===== config.mk =====
export PLATFORM = sky130hd
export DESIGN_NAME = alu_exec_unit
export DESIGN_NICKNAME = d
export VERILOG_FILES = /design/src/rtl/alu_exec_unit.sv
export SDC_FILE = /design/constraint.sdc
export NUM_CORES = 1
export LEC_CHECK = 0
export ABC_AREA = 1
export CORE_UTILIZATION = 54
export DETAILED_ROUTE_END_ITERATION = 12
export PLACE_DENSITY = 0.79
export SYNTH_ARGS = -nofsm -noshare
export SYNTH_HDL_FRONTEND = slang
export SYNTH_SLANG_ARGS = --single-unit

===== constraint.sdc =====
create_clock -name clk_i -period 2.24 [get_ports clk_i]
set_input_delay 0.224 -clock clk_i [delete_from_list [all_inputs] [get_ports clk_i]]
set_output_delay 0.224 -clock clk_i [all_outputs]
set_load 0.02 [all_outputs]

===== src/rtl/alu_exec_unit.sv =====
// ALU execution unit: single-cycle arithmetic/logic ops plus an iterative
// one-bit-per-cycle shifter behind a start/busy/done handshake, with registered NZCV flags.
module alu_exec_unit #(
  parameter int WIDTH = 32
) (
  input  logic             clk_i,
  input  logic             reset_i,
  input  logic             start_i,
  input  logic [3:0]       alu_control_i,
  input  logic [1:0]       flag_w_i,
  input  logic [WIDTH-1:0] a_i,
  input  logic [WIDTH-1:0] b_i,
  input  logic [4:0]       shamt_i,
  output logic             busy_o,
  output logic             done_o,
  output logic [WIDTH-1:0] result_o,
  output logic             result_we_o,
  output logic [3:0]       flags_o,
  output logic             illegal_o
);

  typedef enum logic {IDLE, SHIFT} state_t;

  localparam logic [3:0] OP_ADD = 4'b0000;
  localparam logic [3:0] OP_SUB = 4'b0001;
  localparam logic [3:0] OP_AND = 4'b0010;
  localparam logic [3:0] OP_ORR = 4'b0011;
  localparam logic [3:0] OP_XOR = 4'b0100;
  localparam logic [3:0] OP_NOT = 4'b0101;
  localparam logic [3:0] OP_LSL = 4'b0111;
  localparam logic [3:0] OP_LSR = 4'b1000;
  localparam logic [3:0] OP_ASR = 4'b1001;
  localparam logic [3:0] OP_ROR = 4'b1010;
  localparam logic [3:0] OP_CMP = 4'b1011;

  state_t           state_q;
  logic             busy_q, done_q, we_q, ill_q;
  logic [WIDTH-1:0] result_q, sh_q;
  logic [3:0]       flags_q, op_q;
  logic [1:0]       fw_q;
  logic [4:0]       count_q;

  // NZ and CV groups are written independently under the flag-write mask.
  function automatic logic [3:0] merge_flags(input logic [3:0] old, input logic [WIDTH-1:0] r,
                                             input logic c, input logic v, input logic [1:0] fw);
    logic [3:0] f;
    f = old;
    if (fw[1]) f[3:2] = {r[WIDTH-1], (r == '0)};
    if (fw[0]) f[1:0] = {c, v};
    return f;
  endfunction

  logic [WIDTH:0]   sum, diff;
  logic [WIDTH-1:0] ex_res;
  logic             ex_c, ex_v, ex_ill, ex_shift;

  assign sum  = {1'b0, a_i} + {1'b0, b_i};
  assign diff = {1'b0, a_i} - {1'b0, b_i};

  always_comb begin
    ex_res   = '0;
    ex_c     = flags_q[1];
    ex_v     = flags_q[0];
    ex_ill   = 1'b0;
    ex_shift = 1'b0;
    case (alu_control_i)
      OP_ADD: begin
        ex_res = sum[WIDTH-1:0];
        ex_c   = sum[WIDTH];
        ex_v   = (a_i[WIDTH-1] == b_i[WIDTH-1]) && (sum[WIDTH-1] != a_i[WIDTH-1]);
      end
      OP_SUB, OP_CMP: begin
        ex_res = diff[WIDTH-1:0];
        ex_c   = ~diff[WIDTH];
        ex_v   = (a_i[WIDTH-1] != b_i[WIDTH-1]) && (diff[WIDTH-1] != a_i[WIDTH-1]);
      end
      OP_AND: begin ex_res = a_i & b_i; ex_c = 1'b0; ex_v = 1'b0; end
      OP_ORR: begin ex_res = a_i | b_i; ex_c = 1'b0; ex_v = 1'b0; end
      OP_XOR: begin ex_res = a_i ^ b_i; ex_c = 1'b0; ex_v = 1'b0; end
      OP_NOT: begin ex_res = ~b_i;      ex_c = 1'b0; ex_v = 1'b0; end
      // Zero-amount shifts pass b through and keep the current carry.
      OP_LSL, OP_LSR, OP_ASR, OP_ROR: begin
        ex_res   = b_i;
        ex_shift = 1'b1;
      end
      default: ex_ill = 1'b1;
    endcase
  end

  logic [WIDTH-1:0] step_res;
  logic             step_c;

  always_comb begin
    step_res = sh_q;
    step_c   = flags_q[1];
    case (op_q)
      OP_LSL: begin step_res = {sh_q[WIDTH-2:0], 1'b0};        step_c = sh_q[WIDTH-1]; end
      OP_LSR: begin step_res = {1'b0, sh_q[WIDTH-1:1]};        step_c = sh_q[0]; end
      OP_ASR: begin step_res = {sh_q[WIDTH-1], sh_q[WIDTH-1:1]}; step_c = sh_q[0]; end
      OP_ROR: begin step_res = {sh_q[0], sh_q[WIDTH-1:1]};     step_c = sh_q[0]; end
      default: ;
    endcase
  end

  always_ff @(posedge clk_i) begin
    if (reset_i) begin
      state_q  <= IDLE;
      busy_q   <= 1'b0;
      done_q   <= 1'b0;
      we_q     <= 1'b0;
      ill_q    <= 1'b0;
      result_q <= '0;
      flags_q  <= '0;
      sh_q     <= '0;
      op_q     <= '0;
      fw_q     <= '0;
      count_q  <= '0;
    end else begin
      done_q <= 1'b0;
      we_q   <= 1'b0;
      ill_q  <= 1'b0;
      case (state_q)
        IDLE: if (start_i) begin
          if (ex_shift && shamt_i != 5'd0) begin
            sh_q    <= b_i;
            op_q    <= alu_control_i;
            fw_q    <= flag_w_i;
            count_q <= shamt_i;
            busy_q  <= 1'b1;
            state_q <= SHIFT;
          end else begin
            result_q <= ex_res;
            if (!ex_ill) flags_q <= merge_flags(flags_q, ex_res, ex_c, ex_v, flag_w_i);
            done_q   <= 1'b1;
            we_q     <= ~ex_ill && (alu_control_i != OP_CMP);
            ill_q    <= ex_ill;
          end
        end
        SHIFT: begin
          sh_q    <= step_res;
          count_q <= count_q - 5'd1;
          if (count_q == 5'd1) begin
            result_q <= step_res;
            flags_q  <= merge_flags(flags_q, step_res, step_c, flags_q[0], fw_q);
            done_q   <= 1'b1;
            we_q     <= 1'b1;
            busy_q   <= 1'b0;
            state_q  <= IDLE;
          end
        end
        default: state_q <= IDLE;
      endcase
    end
  end

  assign busy_o      = busy_q;
  assign done_o      = done_q;
  assign result_o    = result_q;
  assign result_we_o = we_q;
  assign flags_o     = flags_q;
  assign illegal_o   = ill_q;

endmodule


==> out/qor_table.md, run 1 <==
| Result | This run | Unit |
|---|---|---|
| Status | aborted with a tool error | - |
| Stage at which the flow ended | global routing (5_1_grt) | - |
| Error msg | [ERROR GRT-0232] Routing congestion too high. Check the congestion heatmap in the GUI. | - |
| Gr usage total | 0.715 | - |
| Number of flops mapped to enable cells by yosys | 0 | - |
| Sequential-to-total area share from yosys stat | 0.146 | - |
| Number of distinct standard cells referenced by the synthesized netlist | 48 | - |
| Maximum number of pins on one net before global-route repair | 97 | - |
| Estimated wirelength of the detail-placed design | 41.6 | mm |
| Effective utilization at floorplan | 0.549 | - |
| Biggest area contributors in the synthesized netlist | sky130_fd_sc_hd__nand2_1 (18%), sky130_fd_sc_hd__dfxtp_1 (15%), sky130_fd_sc_hd__inv_1 (12%) | - |
| Number of clock buffers inserted by TritonCTS | 9 | - |
| Top_reg_cell synth | sky130_fd_sc_hd__dfxtp_1 | - |
| Warning count from the yosys run | 0 | - |
| Fraction of registers with async set or reset after synthesis | 0 | - |
| Cell taking the most area after synthesis | sky130_fd_sc_hd__nand2_1 | - |
| Number of cells produced by synthesis | 2,121 | - |
| H-tree levels | 3 | - |
| Post-Synthesis Mean Instance Area | 5.44 | um^2 |
| Placed Instances | 2,825 | - |
| Die width | 148 | um |
| Placed cell areas | 0.0158 | mm^2 |
| RD Place Congestion | 1.10 | - |
| Remaining Overflow, GRT | 37 | - |
| Seq cells post-synth | 84 | - |
| Clock tree buffer depth | 2 | - |
| Height of the die | 148 | um |
| Area fraction of the dominant cell type after synthesis | 0.183 | - |
| I/O pin cnt | 118 | - |
| Worst-path endpoint category | register input | - |
| Total number of placement rows | 53 | - |
| IO buf count | 117 | - |
| Synthesized area | 0.0115 | mm^2 |
| Number of clock sinks | 84 | - |
| Library cell used as clock root buffer | sky130_fd_sc_hd__clkbuf_16 | - |
| Syn Nets | 2,308 | - |
| Worst endpoint left by the global-route repair_timing run | flags_o[2]$_SDFFE_PP0P_/D | - |
## metal layers
metal / global-route usage / GRT overflow
met1: 0.732 / 0
met2: 0.926 / 22
met3: 0.494 / 0
met4: 0.685 / 15
met5: 0.236 / 0
## per-stage QoR
| stage | setup TNS [ns] | worst slack, ns |
|---|---|---|
| 4_1_cts | -0.285 | -0.0817 |
| 3_3_place_gp | -34.06 | -0.931 |
| 2_1_floorplan | 0 | 0.105 |
| 3_5_place_dp | -38.69 | -0.920 |
## cell families after synthesis
logic type / after synthesis / share of synthesized area
simple gates: 1056 / 0.379
buf+inv: 456 / 0.157
compound gates: 414 / 0.197
fa+ha+maj: 109 / 0.119
flops: 84 / 0.146
xor+xnor: 2 / 0.00152
## what timing repair did
item                                    CTS
endpoints found under the setup margin   69
resized for setup                       500
pin swaps                               106
hold buffers                              0
setup buffers                            29
endpoints found under the hold margin     0
## synth_stat cells (all sizes together) (2+ instances only)
cell type / number
and2: 3
a21oi: 195
nor3: 19
o2111ai: 4
clkinv: 2
buf: 53
dfxtp: 84
o22ai: 53
a31oi: 6
nand3b: 10
inv: 368
nor2: 255
or2: 3
nand2: 570
o211ai: 5
a211oi: 5
xor2: 2
clkbuf: 33
ha: 107
o21bai: 11
a221oi: 5
o221ai: 5
nand4: 31
nand3: 163
fa: 2
o21ai: 123
==> inputs of run 2 (changes only) <==
CORE_UTILIZATION = 40   (was 54)
PLACE_DENSITY = not set   (was 0.79)
PLACE_DENSITY_LB_ADDON = 0.15   (was not set)
clock period = 2.9 ns   (was 2.24 ns; I/O delays follow)
==> run 2 against run 1 <==
Against the previous run: the flow now finishes without violations; area after synthesis did not move; synthesized cell count did not move.
==> out/qor_table.md, run 2 <==
| Result | This run | Unit | Change |
|---|---|---|---|
| Area of the die | 0.0295 | mm^2 |  |
| Effective utilization at floorplan | 0.411 | - | -0.138 |
| Final Hold Viols | 0 | - |  |
| Critical-path cell with the highest stage delay | sky130_fd_sc_hd__clkdlybuf4s50_1 | - |  |
| Class of the worst hold path | reg2reg | - |  |
| Die width | 172 | um | +16% |
| Reported leakage power | 8.72 | nW |  |
| Wire length of the first global-routing pass | 81.9 | mm |  |
| Total number of placement rows | 61 | - | +15% |
| CTS tree | built | - |  |
| Post-Synthesis Mean Instance Area | 5.44 | um^2 | unchanged |
| Estimated wirelength of the detail-placed design | 45.2 | mm | +8.7% |
| Number of clock buffers inserted by TritonCTS | 9 | - | unchanged |
| Most instantiated library cell after synthesis | sky130_fd_sc_hd__nand2_1 | - |  |
| Remaining Overflow, GRT | 0 | - |  |
| Status | completed | - |  |
| Maximum number of pins on one net before global-route repair | 97 | - |  |
| Max_slew headroom | 0.183 | - |  |
| Height of the die | 172 | um | +16% |
| Sequential-to-total area share from yosys stat | 0.146 | - | unchanged |
| Relative contribution of combinational cells to total power | 0.548 | - |  |
| Minimum setup slack in the final design | 0.0611 | ns |  |
| Final cell count without fillers | 2,955 | - |  |
| Count of endpoints failing setup in the final report | 0 | - |  |
| Number of clock sinks | 84 | - | unchanged |
| Maximum fanout along the worst path | 3 | - |  |
| Sw power | 2.42 | mW |  |
| Vias in the first global route | 14,611 | - |  |
| Library cell used as clock root buffer | sky130_fd_sc_hd__clkbuf_16 | - |  |
| Synthesized area | 0.0115 | mm^2 | unchanged |
| Average vias per placed instance | 5.36 | - |  |
| Critical path endpoint category | flip-flop | - |  |
| Core footprint | 0.0281 | mm^2 |  |
| Gr usage total | 0.370 | - |  |
| Signal arrival time at the worst endpoint | 3.11 | ns |  |
| Total vias in the final route | 15,847 | - |  |
| Top_reg_cell synth | sky130_fd_sc_hd__dfxtp_1 | - |  |
| Clock tree buffer depth | 2 | - | unchanged |
| Number of detailed-route iterations in the first pass | 6 | - |  |
| Critical path required time | 3.17 | ns |  |
| Share of post-route cells with drive strength above 1 | 0.217 | - |  |
| Number of distinct standard cells referenced by the synthesized netlist | 48 | - | unchanged |
| Seq cells post-synth | 84 | - | unchanged |
| IO buf count | 117 | - | unchanged |
| I/O pin cnt | 118 | - | unchanged |
| RSZ-0062 raised after global routing | yes | - |  |
| Cells on worst reg2reg path | 14 | - |  |
| Final number of max-transition violations | 0 | - |  |
| Number of cells produced by synthesis | 2,121 | - | unchanged |
| DRT iter0 DRCs | 1,662 | - |  |
| Top cells by instance count after synthesis | sky130_fd_sc_hd__nand2_1 (562), sky130_fd_sc_hd__inv_1 (361), sky130_fd_sc_hd__nor2_1 (248) | - |  |
| Total power per unit cell area | 340 | mW/mm^2 |  |
| Number of flops mapped to enable cells by yosys | 0 | - | unchanged |
| Switching Fraction | 0.424 | - |  |
| Post-route antenna net violation count | 0 | - |  |
| Cell chain of the critical path | clkdlybuf4s50_1 > inv_1 > ha_4 > nand2_1 > buf_4 > buf_4 > nor2_1 > buf_4 > nand2_1 > nand3b_1 > nand3_1 > nand2_1 > nand3_1 > nand2_1 > nor2_1 > nand2_1 > nor2_1 > nand2_1 > nor2_1 > nand2_1 > a21oi_2 | - |  |
| RD Place Congestion | 1.03 | - | -7.0% |
| Worst setup skew after layout | 0.0123 | ns |  |
| Layout area overhead | 45.2 | % |  |
| Final worst-path cycle share | 0.979 | - |  |
| Setup TNS Final | 0 | ns |  |
| Top achievable clock speed | 352 | MHz |  |
| Depth of the worst hold-timing path | 2 | - |  |
| Path type of the worst setup path | in2reg | - |  |
| Most common cell after layout, fill and taps aside | sky130_fd_sc_hd__nand2_1 | - |  |
| Clock latency at the later pin of the worst-skew pair | 0.34 | ns |  |
| Total number of cells along the worst setup path | 21 | - |  |
| Clock Pin Slew Worst Setup and Hold Paths | 0.06 | ns |  |
| Bufs and invs on worst path | 5 | - |  |
| Max-Cap Viols | 0 | - |  |
| Commonest cells after routing, fill and taps aside | sky130_fd_sc_hd__nand2_1 (538), sky130_fd_sc_hd__buf_4 (397), sky130_fd_sc_hd__inv_1 (355) | - |  |
| Cell taking the most area after synthesis | sky130_fd_sc_hd__nand2_1 | - |  |
| Warning count from the yosys run | 0 | - | unchanged |
| Area fraction of the dominant cell type after synthesis | 0.183 | - | unchanged |
| Post-route DRC | 0 | - |  |
| Biggest cell delay along the critical path | 0.48 | ns |  |
| Kind of start point of the critical path | input port | - |  |
| Worst slack at placement | -0.526 | ns | +0.393 ns |
| H-tree levels | 3 | - | unchanged |
| Slew at the pin closest to its max-slew limit | 1.22 | ns |  |
| Total internal power | 3.28 | mW |  |
| Reg power frac | 0.239 | - |  |
| Relative contribution of the clock network to total power | 0.212 | - |  |
| Category of cells accounting for the largest share of critical-path delay | simple AND/OR/NAND/NOR gates | - |  |
| Post-detailed-route wirelength per cell | 18.7 | um |  |
| Placed Instances | 2,935 | - | +3.9% |
| Most common cell on crit path | sky130_fd_sc_hd__nand2_1 | - |  |
| Syn Nets | 2,308 | - | unchanged |
| Biggest area contributors in the synthesized netlist | sky130_fd_sc_hd__nand2_1 (18%), sky130_fd_sc_hd__dfxtp_1 (15%), sky130_fd_sc_hd__inv_1 (12%) | - |  |
| Shortest clock period the worst path allows after layout | 2.84 | ns |  |
| Antenna cells | 0 | - |  |
| Layout Nets | 2,759 | - |  |
| Fraction of registers with async set or reset after synthesis | 0 | - | unchanged |
| Worst VDD drop | 0.405 | mV |  |
| Number of antenna violations at the first check in global routing | 1 | - |  |
| Final Routed Wirelength | 55.2 | mm |  |
run 2: cell counts after synthesis:
Identical to the previous run, type by type.
run 2: logic make-up after synthesis:
kind of cell / share of synthesized area
AND/OR/NAND/NOR: 0.379
buffers and inverters: 0.157
AO/OA/AOI/OAI: 0.197
adder cells (fa/ha/maj): 0.119
flip-flops: 0.146
XOR/XNOR: 0.00152
run 2: path summary, 6_finish.rpt:
check	slack, ns	start	endpoint
worst max-delay path	0.06	b_i[7]	flags_o[2]
worst min-delay path	0.46	result_o[17]	result_o[17]
worst max register to register	0.61	op_q[1]	flags_o[2]
worst min register to register	0.46	result_o[17]	result_o[17]
run 2: layout make-up:
class	count	area, um^2
Clock buffer	10	239
Clock inverter	6	68.8
Fill cell	2905	11300
Inverter	370	1390
Multi-Input combinational cell	1581	8520
Sequential cell	84	1680
Tap cell	378	473
Timing Repair Buffer	526	4390
run 2: worst min-delay path, cell delays in order (launching register included):
cell                      delay [ns]
sky130_fd_sc_hd__dfxtp_1        0.31
sky130_fd_sc_hd__nand2_1        0.06
sky130_fd_sc_hd__a21oi_1        0.05
run 2: stage by stage:
step	utilization	power, mW	instance area (um^2)	hold WS, ns
2_1_floorplan	-	2.82	11500	0.374
3_3_place_gp	0.567	4.29	15900	0.452
3_5_place_dp	0.567	4.31	15900	0.457
4_1_cts	0.580	5.53	16300	0.467
5_1_grt	0.597	6.02	16800	0.491
6_report	0.597	5.70	16800	0.465
run 2: routing by layer:
layer / vias to the layer above / routed length [um] / global-route usage
met5: - / 0 / 0
met4: 0 / 2220 / 0.137
met3: 115 / 4130 / 0.0401
met2: 724 / 25600 / 0.632
met1: 7318 / 23300 / 0.478
li1: 7690 / - / -
run 2: repair_timing:
item	CTS	global route
pin swaps	0	22
buffers inserted	0	4
resized for setup	13	117
hold buffers	0	0
endpoints found under the setup margin	3	15
run 2: power by group through the flow:
stage | clock, mW | sequential, mW | combinational (mW)
floorplan | 0 | 1.42 | 1.40
global placement | 0 | 1.38 | 2.91
detailed placement | 0 | 1.38 | 2.93
CTS | 1.22 | 1.36 | 2.95
global route | 1.27 | 1.37 | 3.37
finish | 1.21 | 1.36 | 3.13
Power figures use the tool's default switching activity.
